<file path="config.mk">
export PLATFORM = sky130hd
export DESIGN_NAME = activation_stream
export DESIGN_NICKNAME = d
export VERILOG_FILES = /design/src/rtl/activation_stream.sv
export SDC_FILE = /design/constraint.sdc
export NUM_CORES = 1
export LEC_CHECK = 0
export ABC_CLOCK_PERIOD_IN_PS = 3160
export CORE_ASPECT_RATIO = 1.75
export CORE_MARGIN = 2
export CORE_UTILIZATION = 39
export CTS_CLUSTER_SIZE = 8
export DETAILED_ROUTE_END_ITERATION = 16
export PLACE_DENSITY = 0.71
export SKIP_CTS_REPAIR_TIMING = 1
export SLEW_MARGIN = 20
export SYNTH_ARGS = -nofsm -noshare
export SYNTH_HDL_FRONTEND = slang
export SYNTH_SLANG_ARGS = --single-unit
</file>
<file path="constraint.sdc">
create_clock -name clk -period 3.16 [get_ports clk]
set_clock_uncertainty 0.05 [all_clocks]
set_input_delay 0.632 -clock clk [delete_from_list [all_inputs] [get_ports clk]]
set_output_delay 0.632 -clock clk [all_outputs]
set_load 0.01 [all_outputs]
</file>
<file path="src/rtl/activation_stream.sv">
// rtl/activation_stream.sv - two-stage multi-lane fixed-point activation pipeline
//
// Purpose: applies one activation function (Step, hard Sigmoid, hard Tanh,
// ReLU, optional LeakyReLU, identity) to LANES signed fixed-point lanes per
// beat, with valid/ready flow control on both sides and an accepted-beat
// counter.
//
// Parameters:
//   LANES  number of parallel lanes (1..16)
//   W      signed lane width in bits (8..32)
//   FRAC   fractional bits per lane (1..W-2), ONE = 1 << FRAC
//
// Ports:
//   clk        clock, all state on rising edge
//   reset      synchronous active-high reset
//   in_valid   input beat present
//   in_ready   input beat accepted when in_valid && in_ready
//   in_act     activation code: 0 Step, 1 Sigmoid, 2 Tanh, 3 ReLU,
//              4 LeakyReLU (identity when disabled), 5-7 identity
//   in_data    lane k at bits [k*W +: W], two's complement
//   out_valid  output beat present
//   out_ready  downstream accepts when out_valid && out_ready
//   out_data   activated lanes, same packing as in_data
//   count_clr  synchronous clear of out_count (wins over an accepted beat)
//   out_count  number of output beats accepted, wraps at 16 bits
//
// Build option: define ACTIVATION_STREAM_LEAKY_RELU_EN to make code 4 a
// LeakyReLU (negative inputs scaled by 1/8 with an arithmetic shift).

module activation_stream #(
    parameter int LANES = 4,
    parameter int W     = 16,
    parameter int FRAC  = 8
) (
    input  logic               clk,
    input  logic               reset,
    input  logic               in_valid,
    output logic               in_ready,
    input  logic [2:0]         in_act,
    input  logic [LANES*W-1:0] in_data,
    output logic               out_valid,
    input  logic               out_ready,
    output logic [LANES*W-1:0] out_data,
    input  logic               count_clr,
    output logic [15:0]        out_count
);

    // Two guard bits keep every intermediate (2*ONE, x + ONE/2) free of wrap.
    localparam int XW = W + 2;

    localparam logic signed [XW-1:0] ZERO_X    = '0;
    localparam logic signed [XW-1:0] ONE_X     = XW'(1) << FRAC;
    localparam logic signed [XW-1:0] HALF_X    = ONE_X >>> 1;
    localparam logic signed [XW-1:0] TWO_X     = ONE_X <<< 1;
    localparam logic signed [XW-1:0] NEG_ONE_X = -ONE_X;
    localparam logic signed [XW-1:0] NEG_TWO_X = -TWO_X;
    localparam logic signed [XW-1:0] MAX_X     = {3'b000, {(W-1){1'b1}}};
    localparam logic signed [XW-1:0] MIN_X     = {3'b111, {(W-1){1'b0}}};

    localparam logic [2:0] ACT_STEP    = 3'd0;
    localparam logic [2:0] ACT_SIGMOID = 3'd1;
    localparam logic [2:0] ACT_TANH    = 3'd2;
    localparam logic [2:0] ACT_RELU    = 3'd3;
    localparam logic [2:0] ACT_LEAKY   = 3'd4;

    // ---------------------------------------------------------------
    // Flow control
    // ---------------------------------------------------------------
    logic s1_valid;
    logic s2_advance;
    logic s1_load;

    // Output register can take a new value when empty or being drained.
    assign s2_advance = !out_valid || out_ready;
    // Depends only on registered state and out_ready, never on in_valid.
    assign in_ready   = !s1_valid || s2_advance;
    assign s1_load    = in_valid && in_ready;

    // ---------------------------------------------------------------
    // Stage 1: operand capture plus region flags
    // ---------------------------------------------------------------
    logic [LANES*W-1:0] s1_data;
    logic [2:0]         s1_act;
    logic [LANES-1:0]   s1_gt0, s1_ge1, s1_le_m1, s1_ge2, s1_le_m2;
    logic [LANES-1:0]   f_gt0, f_ge1, f_le_m1, f_ge2, f_le_m2;

    always_comb begin : flag_calc
        logic signed [XW-1:0] x;
        x       = '0;
        f_gt0   = '0;
        f_ge1   = '0;
        f_le_m1 = '0;
        f_ge2   = '0;
        f_le_m2 = '0;
        for (int k = 0; k < LANES; k++) begin
            x          = {{2{in_data[k*W+W-1]}}, in_data[k*W +: W]};
            f_gt0[k]   = x >  ZERO_X;
            f_ge1[k]   = x >= ONE_X;
            f_le_m1[k] = x <= NEG_ONE_X;
            f_ge2[k]   = x >= TWO_X;
            f_le_m2[k] = x <= NEG_TWO_X;
        end
    end

    always_ff @(posedge clk) begin
        if (reset) begin
            s1_valid <= 1'b0;
            s1_data  <= '0;
            s1_act   <= '0;
            s1_gt0   <= '0;
            s1_ge1   <= '0;
            s1_le_m1 <= '0;
            s1_ge2   <= '0;
            s1_le_m2 <= '0;
        end else if (in_ready) begin
            s1_valid <= in_valid;
            if (s1_load) begin
                s1_data  <= in_data;
                s1_act   <= in_act;
                s1_gt0   <= f_gt0;
                s1_ge1   <= f_ge1;
                s1_le_m1 <= f_le_m1;
                s1_ge2   <= f_ge2;
                s1_le_m2 <= f_le_m2;
            end
        end
    end

    // ---------------------------------------------------------------
    // Stage 2: activation and saturation
    // ---------------------------------------------------------------
    logic [LANES*W-1:0] act_res;

    always_comb begin : act_calc
        logic signed [XW-1:0] x;
        logic signed [XW-1:0] t;
        logic signed [XW-1:0] y;
        x       = '0;
        t       = '0;
        y       = '0;
        act_res = '0;
        for (int k = 0; k < LANES; k++) begin
            x = {{2{s1_data[k*W+W-1]}}, s1_data[k*W +: W]};
            t = (x >>> 2) + HALF_X;
            case (s1_act)
                ACT_STEP: y = s1_gt0[k] ? ONE_X : ZERO_X;
                ACT_SIGMOID: begin
                    if (s1_ge2[k])        y = ONE_X;
                    else if (s1_le_m2[k]) y = ZERO_X;
                    else if (t < ZERO_X)  y = ZERO_X;
                    else if (t > ONE_X)   y = ONE_X;
                    else                  y = t;
                end
                ACT_TANH: begin
                    if (s1_ge1[k])        y = ONE_X;
                    else if (s1_le_m1[k]) y = NEG_ONE_X;
                    else                  y = x;
                end
                ACT_RELU: y = s1_gt0[k] ? x : ZERO_X;
`ifdef ACTIVATION_STREAM_LEAKY_RELU_EN
                ACT_LEAKY: y = s1_gt0[k] ? x : (x >>> 3);
`else
                ACT_LEAKY: y = x;
`endif
                default: y = x;
            endcase
            if (y > MAX_X)      y = MAX_X;
            else if (y < MIN_X) y = MIN_X;
            act_res[k*W +: W] = y[W-1:0];
        end
    end

    always_ff @(posedge clk) begin
        if (reset) begin
            out_valid <= 1'b0;
            out_data  <= '0;
        end else if (s2_advance) begin
            out_valid <= s1_valid;
            if (s1_valid) begin
                out_data <= act_res;
            end
        end
    end

    // ---------------------------------------------------------------
    // Accepted-beat counter
    // ---------------------------------------------------------------
    always_ff @(posedge clk) begin
        if (reset) begin
            out_count <= '0;
        end else if (count_clr) begin
            out_count <= '0;
        end else if (out_valid && out_ready) begin
            out_count <= out_count + 16'd1;
        end
    end

endmodule

</file>
==> results.json <==
{
  "combPwrFrac": 0.128,
  "end_kind": "output port",
  "tns_ns": 0,
  "drv_cap": 0,
  "fin_crit_sh": 0.868,
  "fillCellCount": 2013,
  "finalHoldViolCount": 0,
  "grt_max_degree": 83,
  "grt_pass1_wl_um": 38500,
  "cts_buffers": 17,
  "syn_nets": 1127,
  "io_buffers": 153,
  "start_util": 0.394,
  "cts.clk_slew.worst_paths_ns": 0.06,
  "final_common_cell": "nand2_1",
  "yosysWarnings": 0,
  "insertion_delay_ns": 0.44,
  "swShare": 0.264,
  "synthArstFlopShare": 0,
  "track_usage": 0.220,
  "fin_crit_ns": 2.74,
  "crit_fanout": 4,
  "hpwlAfterDp_um": 16700,
  "die_w_um": 112,
  "grt_overflow": 0,
  "die_h_um": 193,
  "tightest_slew_ns": 0.879,
  "fin_hold_ws_ns": 0.401,
  "synthTopCellsByArea": "dfxtp_1 (43%), nand2_1 (10%), a21oi_1 (9.4%)",
  "die-area_um2": 21600,
  "drive_above_1_share": 0.0611,
  "netlist_instances": 1050,
  "critPathArrivalTime_ns": 2.06,
  "cts_tree": "yes",
  "viasPerCell": 5.59,
  "row_count": 69,
  "grt_pass1_vias": 7689,
  "cts.sinks": 169,
  "slew_violations": 0,
  "drc": 0,
  "vias": 7975,
  "wl_um": 23600,
  "drt_iter0_drc": 341,
  "timing.fmax_mhz": 364,
  "crit_path_start_kind": "primary input",
  "synth_seq_cells": 169,
  "path_class": "in -> out",
  "powerDensity_nw_per_um2": 490,
  "wl_per_cell_um": 16.6,
  "multi_input_area_um2": 4280,
  "core_um2": 20200,
  "seq_area_um2": 3380,
  "postRouteAntennaNets": 0,
  "io-pin-count": 154,
  "rsz0062_at_grt": "false",
  "area_growth_syn_to_layout_pct": 29.2,
  "maxSlewHeadroom": 0.414,
  "synth-edff-count": 0,
  "nets": 1245,
  "switchingPower_w": 0.00133,
  "yosysTopAreaCellShare": 0.425,
  "final_cell_mix": "nand2_1 (218), dfxtp_1 (169), clkdlybuf4s50_1 (152), a21oi_1 (150), nor2_1 (80)",
  "n_antenna_cell": 0,
  "hold_path.class": "reg -> reg",
  "required_ns": 2.48,
  "synth.distinct_cells": 58,
  "root_buffer": "clkbuf_16",
  "p_leak_nw": 3.62,
  "status": "finished, final reports clean",
  "p_int_w": 0.00370,
  "synth_area_leader_cell": "dfxtp_1",
  "setup_violations": 0,
  "synth_area_per_cell_um2": 7.57,
  "p_seq_frac": 0.462,
  "first_pass_iters": 5,
  "antenna_found_initial": 0,
  "peakVddDrop_v": 0.000334,
  "synth_flop_cell": "dfxtp_1",
  "cts_htree_levels": 4,
  "synth_seq_area_share": 0.425,
  "gp_congestion": 0.866,
  "netlist_area_um2": 7950,
  "clock_path_buffers": 2,
  "clockPowerShare": 0.410
}
[area by class of cell]
cell class                 count  area share
multi-input combinational    804       0.416
sequential                   169       0.329
timing repair buffer         172       0.166
clock buffer                  19      0.0441
tap                          248      0.0302
clock inverter                11      0.0122
inverter                       4     0.00146
[cell usage after synthesis, drive strengths merged, types with 2 or more instances]
cell / count
o22ai: 13
o41ai: 2
or3: 7
a21boi: 2
and4: 2
ha: 5
nand2: 220
o21a: 2
a211oi: 5
and3: 14
buf: 9
nor3: 38
or2: 2
a21oi: 150
o31ai: 20
nor4b: 3
inv: 4
nor2: 80
o32a: 2
clkbuf: 64
xor2: 18
nand2b: 9
or4: 7
a2bb2oi: 2
a21o: 18
and2: 3
nand3: 41
nand4: 20
o21ai: 45
a211o: 3
dfxtp: 169
a31oi: 6
nor3b: 6
a311oi: 4
nor2b: 7
o211ai: 9
nor4: 24
o21bai: 3
mux2i: 4
[power groups by stage]
| stage | Sequential [W] | Clock, W | Combinational (W) |
|---|---|---|---|
| floorplan | 0.00234 | 0 | 0.000368 |
| global placement | 0.00237 | 0 | 0.000636 |
| detailed placement | 0.00237 | 0 | 0.000643 |
| CTS | 0.00232 | 0.00211 | 0.000647 |
| global route | 0.00234 | 0.00219 | 0.000710 |
| finish | 0.00233 | 0.00206 | 0.000644 |
[critical path: stages]
cell and delay [ns]:
clkdlybuf4s50_1 0.43, nor2b_1 0.20, buf_4 0.18, nand2_1 0.09, clkdlybuf4s50_1 0.53
[registers in the layout, summed over array words and instances (netlist names), 3 cells and up]
register / count
s1_le_m2: 4
out_data: 64
s1_ge1: 4
s1_ge2: 4
s1_le_m1: 4
s1_act: 3
s1_gt0: 4
s1_data: 64
out_count: 16
[stage by stage]
step	setup slack, ns	utilization	instances	power (W)	cell area [um2]
floorplan	0.998	-	1050	0.00271	7950
global placement	0.418	0.480	1397	0.00301	9690
detailed placement	0.408	0.480	1397	0.00302	9690
CTS	0.427	0.508	1427	0.00508	10300
global route	0.366	0.508	1427	0.00524	10300
finish	0.416	0.508	1427	0.00503	10300
[path summary, 6_finish.rpt]
kind	depth (start not counted)	endpoint	slack, ns	from
hold reg to reg	2	out_data[28]	0.40	out_data[28]
setup reg to reg	7	out_data[54]	0.71	s1_data[57]
hold / removal	2	out_data[28]	0.40	out_data[28]
setup / recovery	5	in_ready	0.42	out_ready
[routing by layer]
| layer | GRT usage | up-vias | wire length [um] |
|---|---|---|---|
| li1 | - | 3964 | - |
| met1 | 0.246 | 3728 | 9430 |
| met2 | 0.406 | 238 | 12400 |
| met3 | 0.0399 | 45 | 1100 |
| met4 | 0.0962 | 0 | 691 |
| met5 | 0 | - | 0 |
[kinds of logic (layout without fill, tap and decap cells)]
kind of cell	count (synthesis)	after routing	share of synthesized area
and+or+nand+nor	485	485	0.282
AOI/OAI and AO/OA	290	290	0.218
DFF	169	169	0.425
buffers and inverters	77	206	0.0387
xor gates and xnor gates	19	19	0.0209
adders and majority gates	5	5	0.00787
muxes	5	5	0.00645
(Power assumes the default switching activity.)
